`src/rtl/aes_pkg.sv`:
```
// Shared definitions for the AES block stream adapter.
// Provides the block and word widths, the 128-bit block and 32-bit word
// types, the core-handshake FSM state encoding and a helper that picks one
// 32-bit word out of a block in FIPS-197 big-endian order.
package aes_pkg;

  localparam int AES_BLOCK_W = 128;
  localparam int AES_WORD_W  = 32;

  typedef logic [AES_BLOCK_W-1:0] aes_block_t;
  typedef logic [AES_WORD_W-1:0]  aes_word_t;

  typedef enum logic {
    IDLE = 1'b0,
    WAIT = 1'b1
  } core_state_t;

  // Word 0 is the most significant word of the block.
  function automatic aes_word_t block_word(input aes_block_t blk, input logic [1:0] idx);
    aes_word_t word;
    case (idx)
      2'd0:    word = blk[127:96];
      2'd1:    word = blk[95:64];
      2'd2:    word = blk[63:32];
      default: word = blk[31:0];
    endcase
    return word;
  endfunction

endpackage

```
`src/rtl/aes_word_pack.sv`:
```
// Input packer: gathers four 32-bit words from a valid/ready stream into one
// 128-bit block. The first word lands in bits [127:96], the fourth in [31:0].
// Ports:
//   clk, rst_n     clock, asynchronous active-low reset
//   s_data/s_valid upstream word and its valid
//   s_ready        high while no complete block is waiting to be loaded
//   consume        the core side has taken the complete block this cycle
//   block          the packed block (stable while full is high)
//   full           a complete block is waiting
//   partial        some, but not all, words of the next block have arrived
module aes_word_pack
  import aes_pkg::*;
(
  input  logic       clk,
  input  logic       rst_n,
  input  aes_word_t  s_data,
  input  logic       s_valid,
  output logic       s_ready,
  input  logic       consume,
  output aes_block_t block,
  output logic       full,
  output logic       partial
);

  logic [1:0] wcnt;
  logic       in_full;
  aes_block_t in_buf;
  logic       take;

  assign s_ready = !in_full;
  assign take    = s_valid && s_ready;
  assign block   = in_buf;
  assign full    = in_full;
  assign partial = (wcnt != 2'd0);

  // A completing fill takes priority over the consume clear: the consumer
  // already took the previous contents on this edge.
  always_ff @(posedge clk or negedge rst_n) begin
    if (!rst_n) begin
      wcnt    <= 2'd0;
      in_full <= 1'b0;
      in_buf  <= '0;
    end else begin
      if (take) begin
        case (wcnt)
          2'd0:    in_buf[127:96] <= s_data;
          2'd1:    in_buf[95:64]  <= s_data;
          2'd2:    in_buf[63:32]  <= s_data;
          default: in_buf[31:0]   <= s_data;
        endcase
        wcnt <= wcnt + 2'd1;
      end
      if (take && (wcnt == 2'd3)) begin
        in_full <= 1'b1;
      end else if (consume) begin
        in_full <= 1'b0;
      end
    end
  end

endmodule

```
`src/rtl/aes_block_stream.sv`:
```
// Word-stream adapter around an AES cipher core. Packs four plaintext words
// into a block, hands it to the core with a one-cycle load pulse, captures
// the core result and streams it back out as four ciphertext words.
// Filling, encryption and draining overlap, so up to three blocks are held.
// Ports:
//   clk, rst_n              clock, asynchronous active-low reset
//   s_data/s_valid/s_ready  plaintext word stream in
//   m_data/m_valid/m_ready  ciphertext word stream out
//   aes_load/aes_pt         load pulse and block to the cipher core
//   aes_ct/aes_valid        result and single-cycle valid from the core
//   busy                    any block held anywhere in the adapter
//   err_timeout             sticky: core did not answer within TIMEOUT cycles
module aes_block_stream
  import aes_pkg::*;
#(
  parameter int TIMEOUT = 64
) (
  input  logic         clk,
  input  logic         rst_n,
  input  logic [31:0]  s_data,
  input  logic         s_valid,
  output logic         s_ready,
  output logic [31:0]  m_data,
  output logic         m_valid,
  input  logic         m_ready,
  output logic         aes_load,
  output logic [127:0] aes_pt,
  input  logic [127:0] aes_ct,
  input  logic         aes_valid,
  output logic         busy,
  output logic         err_timeout
);

  localparam int TW = $clog2(TIMEOUT + 1);

  core_state_t state, state_next;
  logic [TW-1:0] tcnt;
  logic          load_go;
  logic          capture;
  logic          time_out;

  aes_block_t in_block;
  logic       in_full;
  logic       in_partial;

  aes_block_t out_buf;
  logic       out_full;
  logic [1:0] rcnt;

  aes_word_pack u_pack (
    .clk     (clk),
    .rst_n   (rst_n),
    .s_data  (s_data),
    .s_valid (s_valid),
    .s_ready (s_ready),
    .consume (load_go),
    .block   (in_block),
    .full    (in_full),
    .partial (in_partial)
  );

  // Loads are held off while the output buffer is occupied, so a capture
  // can never overwrite ciphertext that has not been drained yet.
  // tcnt counts WAIT cycles since the load pulse; the core gets TIMEOUT of
  // them, and a result arriving on the final cycle still wins.
  always_comb begin
    state_next = state;
    load_go    = 1'b0;
    capture    = 1'b0;
    time_out   = 1'b0;
    case (state)
      IDLE: begin
        if (in_full && !out_full) begin
          load_go    = 1'b1;
          state_next = WAIT;
        end
      end
      WAIT: begin
        if (aes_valid) begin
          capture    = 1'b1;
          state_next = IDLE;
        end else if (tcnt == TW'(TIMEOUT - 1)) begin
          time_out   = 1'b1;
          state_next = IDLE;
        end
      end
      default: state_next = IDLE;
    endcase
  end

  always_ff @(posedge clk or negedge rst_n) begin
    if (!rst_n) begin
      state       <= IDLE;
      tcnt        <= '0;
      aes_load    <= 1'b0;
      aes_pt      <= '0;
      err_timeout <= 1'b0;
    end else begin
      state    <= state_next;
      aes_load <= load_go;
      if (load_go) begin
        aes_pt <= in_block;
        tcnt   <= '0;
      end else if (state == WAIT) begin
        tcnt <= tcnt + TW'(1);
      end
      if (time_out) begin
        err_timeout <= 1'b1;
      end
    end
  end

  // Capture only happens with the buffer empty, so rcnt is always 0 then.
  always_ff @(posedge clk or negedge rst_n) begin
    if (!rst_n) begin
      out_buf  <= '0;
      out_full <= 1'b0;
      rcnt     <= 2'd0;
    end else if (capture) begin
      out_buf  <= aes_ct;
      out_full <= 1'b1;
    end else if (out_full && m_ready) begin
      rcnt <= rcnt + 2'd1;
      if (rcnt == 2'd3) begin
        out_full <= 1'b0;
      end
    end
  end

  assign m_valid = out_full;
  assign m_data  = block_word(out_buf, rcnt);
  assign busy    = in_full | in_partial | (state == WAIT) | out_full;

endmodule

```
`config.mk`:
```
export PLATFORM = sky130hd
export DESIGN_NAME = aes_block_stream
export DESIGN_NICKNAME = d
export VERILOG_FILES = /design/src/rtl/aes_pkg.sv /design/src/rtl/aes_word_pack.sv /design/src/rtl/aes_block_stream.sv
export SDC_FILE = /design/constraint.sdc
export NUM_CORES = 1
export LEC_CHECK = 0
export CAP_MARGIN = 30
export CORE_MARGIN = 2
export CORE_UTILIZATION = 36
export DETAILED_ROUTE_END_ITERATION = 7
export HOLD_SLACK_MARGIN = 0.03
export PLACE_DENSITY = 0.6
export SYNTH_ARGS = -nofsm -noshare
export SYNTH_HDL_FRONTEND = slang
export SYNTH_SLANG_ARGS = --single-unit
```
`constraint.sdc`:
```
create_clock -name clk -period 2.69 [get_ports clk]
set_clock_uncertainty 0.2 [all_clocks]
set_input_delay 0.538 -clock clk [delete_from_list [all_inputs] [get_ports clk]]
set_output_delay 0.538 -clock clk [all_outputs]
set_load 0.05 [all_outputs]
```
* Yosys cells after proc, flatten, opt, wreduce, memory -nomap -nowiden
Cells that the tools add are included.
** Storage, ports and cells
- Register bits :: 400
- Bits in latches :: 0
- Bits in writable memories :: 0
- Memory bits (read-only) :: 0
- Bits of input ports :: 165
- Output and inout bits :: 165
- Logic and storage cells :: 68
- Memories :: 0
** Cells by class
- Add/subtract/negate cells :: 3
- Multipliers :: 0
- Div/mod/pow operators :: 0
- Order comparisons :: 0
- Equality and inequality tests :: 7
- Shift-type cells :: 0
- Muxes and demuxes :: 18
- Bitwise gates (word level) :: 6
- Reduce and logical (&&, ||, !) cells :: 20
** Operators by type and width (number)
- $pmux W32 S3 :: 1
- $mux W1 :: 14
- $mux W7 :: 2
- $reduce_and A2 Y1 :: 6
- $reduce_bool A2 Y1 :: 5
- $eq A2 B2 Y1 const B :: 4
- $add A7 B1 Y7 const B :: 1
- $eq A7 B6 Y1 const B :: 1
- $add A2 B1 Y2 const B :: 2
- $eq A2 B1 Y1 const B :: 2
- $logic_and A1 B1 Y1 :: 4
- $logic_not A2 Y1 :: 2
- $not A1 Y1 :: 3
- $or A1 B1 Y1 :: 3
- $reduce_or A3 Y1 :: 1
- $logic_not A1 Y1 :: 2
- $pmux W1 S2 :: 1

* Longest topological paths before layout
- Word-level depth :: 6
- Gate-level depth with buffers :: 6
- Mapped depth without buffers :: 4

* Cells and area by module
A second synthesis with hierarchy kept.
** Unflattened totals
- Cell total of the unflattened synthesis :: 1265
- Area total of the unflattened synthesis :: 16389.5 µm²
** Modules (own cells, without submodules)
- aes_block_stream :: instances 1, cells each 977, area an instance 10979.3 µm², sequential area each 6731.5 µm²
- aes_word_pack :: instances 1, cells each 288, area an instance 5410.2 µm², sequential area each 3278.1 µm²

* Worst setup path before layout
Ideal clock, no wire load.
- Kind :: reg2out
- From :: reg rcnt[1]
- To :: out m_data[0]
- Data arrival time :: 2.114 ns
- Required time :: 1.952 ns
- Path slack :: -0.162 ns
- Stages on the path, launching flop included :: 5
- Path through :: dfrtp_1 -> ha_1 -> clkbuf_1 -> buf_1 -> mux2i_1
** On the way
- Cells in the longest elaborated chain, start to end :: 2
** Ends and longest elaborated chain
- from (decl) :: line aes_block_stream.sv:48 : logic [1:0] rcnt;
- from (signal assigned) :: line aes_block_stream.sv:123 : rcnt <= rcnt + 2'd1;
- $eq A2 B2 Y1, or another cell as far along :: line aes_pkg.sv:21 : case (idx)
- $pmux W32 S3 * :: line aes_pkg.sv:21
- to (decl) :: line aes_block_stream.sv:23 : output logic [31:0] m_data,
Mark *: on every way between the ends. The rest lies on a longest branch, timed or not.

* Worst setup path after layout
- From :: reg rcnt[1]
- To :: out m_data[21]
Same word-level chain as after synthesis.

==> Implementation_results.wiki <==
{| class="wikitable"
! Metric !! Value
|-
| Status || finished, violations left
|-
| Violations in the final reports || setup timing
|-
| Fin area || 22270 µm²
|-
| Antenna Nets Post-Route || 0
|-
| Max frequency || 341.9 MHz
|-
| Number of flops mapped to enable cells by yosys || 0
|-
| Critical Path Source Type || flip-flop
|-
| Layout cells sized above 1 || ~40%
|-
| Unrepaired setup endpoints after global routing || yes
|-
| Slew HR || 57.40%
|-
| Post-Synthesis Cell Area || 15990 µm²
|-
| First-pass GRT wire length || ~64000 µm
|-
| Number of port buffers || 329
|-
| Dpl cell area || 20540 µm²
|-
| DRC violations left || 0
|-
| Clock buffer count from CTS || 46
|-
| Type of the worst setup path || reg2out
|-
| Core region area || 44030 µm²
|-
| Synth top area share || 62.58%
|-
| Final wirelength || 40300 µm
|-
| TritonCTS clock tree || built
|-
| Leading register cell type out of synthesis || sky130_fd_sc_hd__dfrtp_1
|-
| Hold violation total from the final report || 0
|-
| Maximum number of pins on one net before global-route repair || 68
|-
| Synth area leader || sky130_fd_sc_hd__dfrtp_1
|-
| Largest stage delay on the critical path || 0.41 ns
|-
| Overflow after GRT || 0
|-
| Initial DRC count || slightly below 600
|-
| Leakage component of the power || 9.794 nW
|-
| Half-perimeter wire length after placement || 27540 µm
|-
| Die area || approximately 46000 µm²
|-
| Clock network latency to the later pin of the worst-skew pair || 0.58 ns
|-
| Cell with the largest stage delay on the worst path || sky130_fd_sc_hd__dfrtp_2
|-
| Slew Viols, Final || 0
|-
| Root Buffer || sky130_fd_sc_hd__clkbuf_16
|-
| Gate count of the mapped netlist || about 1000
|-
| Clk pin slew, worst setup/hold paths || ~0.05 ns
|-
| Via count || 9555
|-
| Kind of path behind the tightest hold check || reg2reg
|-
| Final period utilization || 108.7%
|-
| Initial core utilization || a little over a third
|-
| Arrival time of the worst setup path || 2.19 ns
|-
| Fillers || 3785
|-
| Count of distinct cell types in the synthesized netlist || 27
|-
| Top post-synthesis cells by area || sky130_fd_sc_hd__dfrtp_1, sky130_fd_sc_hd__mux2_2, sky130_fd_sc_hd__mux2_4, sky130_fd_sc_hd__a222oi_1, sky130_fd_sc_hd__mux2i_1
|-
| Endpoint kind of the worst setup timing path || output pin
|-
| Core Rows || 77
|-
| DRT Pass-1 Iters || 8
|-
| Number of warning messages in the yosys log || 0
|-
| Worst-margin pin slew || 0.6389 ns
|-
| Data required time at the worst endpoint || 1.95 ns
|-
| Seq/Total Area, Yosys || 62.58%
|-
| Mapped Nets || 1173
|-
| Largest fanout of any net on the critical path || 15
|-
| Synth-to-layout area growth || 39.26%
|-
| Average detailed-routed wire length per instance || 20.19 µm
|-
| Initial antenna violation count || 5
|-
| Clock H-tree levels || 2
|-
| Overall track demand over capacity in global routing || between 10% and 20%
|-
| Final Net Count || 1541
|-
| Final core utilization || 50.59%
|-
| CP cell instances || inv_2, ha_2, buf_12, a222oi_1, mux2i_1, bufbuf_16
|-
| Worst reg2reg startpoint || m_valid$_DFFE_PN0P_
|-
| Origin of the worst min-delay path || err_timeout$_DFFE_PN0P_
|-
| Launching element of the worst setup path || rcnt[1]$_DFFE_PN0P_
|-
| Average instance area after synthesis || 16.01 µm²
|-
| Clock Tree Buf Depth || 3
|-
| Via count of the first global-routing pass || between 10000 and 15000
|-
| Number of setup violations in the final report || 32
|-
| Num ports || 330
|-
| Die Span X || 214.8 µm
|-
| Number of flip-flops and latches in the synthesized netlist || 400
|-
| Number of maximum-capacitance violations || 0
|-
| Tmin final || just under 3 ns
|-
| Cell Pwr Density || 1527 nW/µm²
|-
| Worst-case vdd ir drop || 1.026 mV
|-
| Clock Sinks || 400
|-
| Routability-driven placement congestion ratio || roughly 0.8
|-
| Chip height || 214.8 µm
|-
| Async set or reset register ratio after synthesis || 100.0%
|-
| Via density || 4.787
|-
| Worst Slack Setup Final || -0.2346 ns
|}
-- per-stage QoR --
step	hold slack (ns)	total power (W)	instances	worst slack, ns	setup TNS, ns
after floorplan	0.04241	0.02100	999	-0.1625	-4.875
after global placement	0.2504	0.02733	1907	0.2304	0
after detailed placement	0.2569	0.02758	1907	0.2402	0
after CTS	0.2726	0.03420	1990	-0.3128	-6.631
after global routing	0.3013	0.03577	1995	-0.3525	-8.268
final	0.2697	0.03402	1996	-0.2346	-4.027
-- power by group --
group / switching [W] / leakage [nW] / internal (W) / total (W)
combinational: 0.00913 / 4.24 / 0.00793 / 0.0171
clock: 0.00246 / 0.762 / 0.00381 / 0.00627
sequential: 0.00162 / 4.79 / 0.00907 / 0.0107
-- cell type report --
cell class	instances	area [µm²]	share of cell area [%]
Tap cell	592	740.7	3.325
Clock buffer	70	1371	6.157
Antenna cell	4	10.01	0.04494
Inverter	40	150.1	0.6741
Multi-Input combinational cell	503	5563	24.97
Timing Repair Buffer	376	4257	19.11
Sequential cell	400	10010	44.94
Clock inverter	11	171.4	0.7696
-- metal layers --
layer | GRT usage (%) | part of all wire, %
met1 | 22.61 | 43
met2 | 28.36 | 47
met3 | 6.766 | 7.9
met4 | 4.676 | 1.8
met5 | 0 | 0.077
-- worst paths after layout --
path                                           endpoint  slack [ns]  cells past startpoint
max                                          m_data[21]       -0.23                      6
min                             err_timeout$_DFFE_PN0P_        0.27                      2
max reg2reg                      aes_pt[73]$_DFFE_PN0P_        0.60                      3
min reg2reg                     err_timeout$_DFFE_PN0P_        0.27                      2
max in group asynchronous       out_buf[42]$_DFFE_PN0P_        1.18                      3
min in group asynchronous  u_pack.block[78]$_DFFE_PN0P_        0.28                      2
-- worst max-delay path: cells and delay by family (launching register included) --
family	cells	cell delay [ns]
buffers and inverters	3	0.52
DFF	1	0.41
AOI/OAI and AO/OA	1	0.35
adders and majority gates	1	0.20
muxes	1	0.13
-- cell families after synthesis --
| kind of cell | count (synthesis) | synth area share [%] |
|---|---|---|
| mux | 417 | 30.12 |
| xor+xnor | 2 | 0.1095 |
| compound gates | 45 | 2.495 |
| fa+ha+maj | 9 | 0.7041 |
| flops | 400 | 62.58 |
| buf+inv | 96 | 3.098 |
| simple gates | 30 | 0.8918 |
-- cells in the final DEF, fill, tap and decap left out, drive strengths merged, types with 2 or more instances in the layout --
cell type / count
nand4: 2
clkbuf: 73
mux2i: 32
ha: 9
xnor2: 2
o31ai: 2
nand2b: 2
buf: 77
mux2: 385
o21ai: 8
inv: 42
clkinv: 6
o211ai: 2
clkdlybuf4s50: 293
diode: 4
nand3: 7
bufinv: 3
a222oi: 32
nand2: 14
dfrtp: 400
-- flip-flops by register name, indices dropped and copies added (netlist names) --
name and count:
aes_load 1, rcnt 2, aes_pt 128, tcnt 7, m_valid 1, err_timeout 1, state 1, u_pack.full 1
u_pack.wcnt 2, u_pack.block 128, out_buf 128
-- what timing repair did --
item | CTS | global route
pin swaps | 25 | 9
resized for setup | 16 | 21
buffers inserted | 1 | 1
gates cloned | 0 | 1
hold buffers | 1 | 0
endpoints found under the setup margin | 33 | 32
hold endpoints to repair | 49 | 0
-- synth_stat cells (2+ instances only) --
cell type,count
sky130_fd_sc_hd__a222oi_1,32
sky130_fd_sc_hd__buf_1,3
sky130_fd_sc_hd__buf_12,4
sky130_fd_sc_hd__buf_2,35
sky130_fd_sc_hd__buf_6,2
sky130_fd_sc_hd__clkbuf_1,11
sky130_fd_sc_hd__dfrtp_1,400
sky130_fd_sc_hd__ha_1,9
sky130_fd_sc_hd__inv_1,40
sky130_fd_sc_hd__mux2_2,342
sky130_fd_sc_hd__mux2_4,43
sky130_fd_sc_hd__mux2i_1,32
sky130_fd_sc_hd__nand2_1,14
sky130_fd_sc_hd__nand2b_1,2
sky130_fd_sc_hd__nand3_1,7
sky130_fd_sc_hd__nand4_1,2
sky130_fd_sc_hd__o211ai_1,2
sky130_fd_sc_hd__o21ai_0,8
sky130_fd_sc_hd__o31ai_1,2
sky130_fd_sc_hd__xnor2_1,2
No activity file was read; power rests on OpenSTA's default activity.
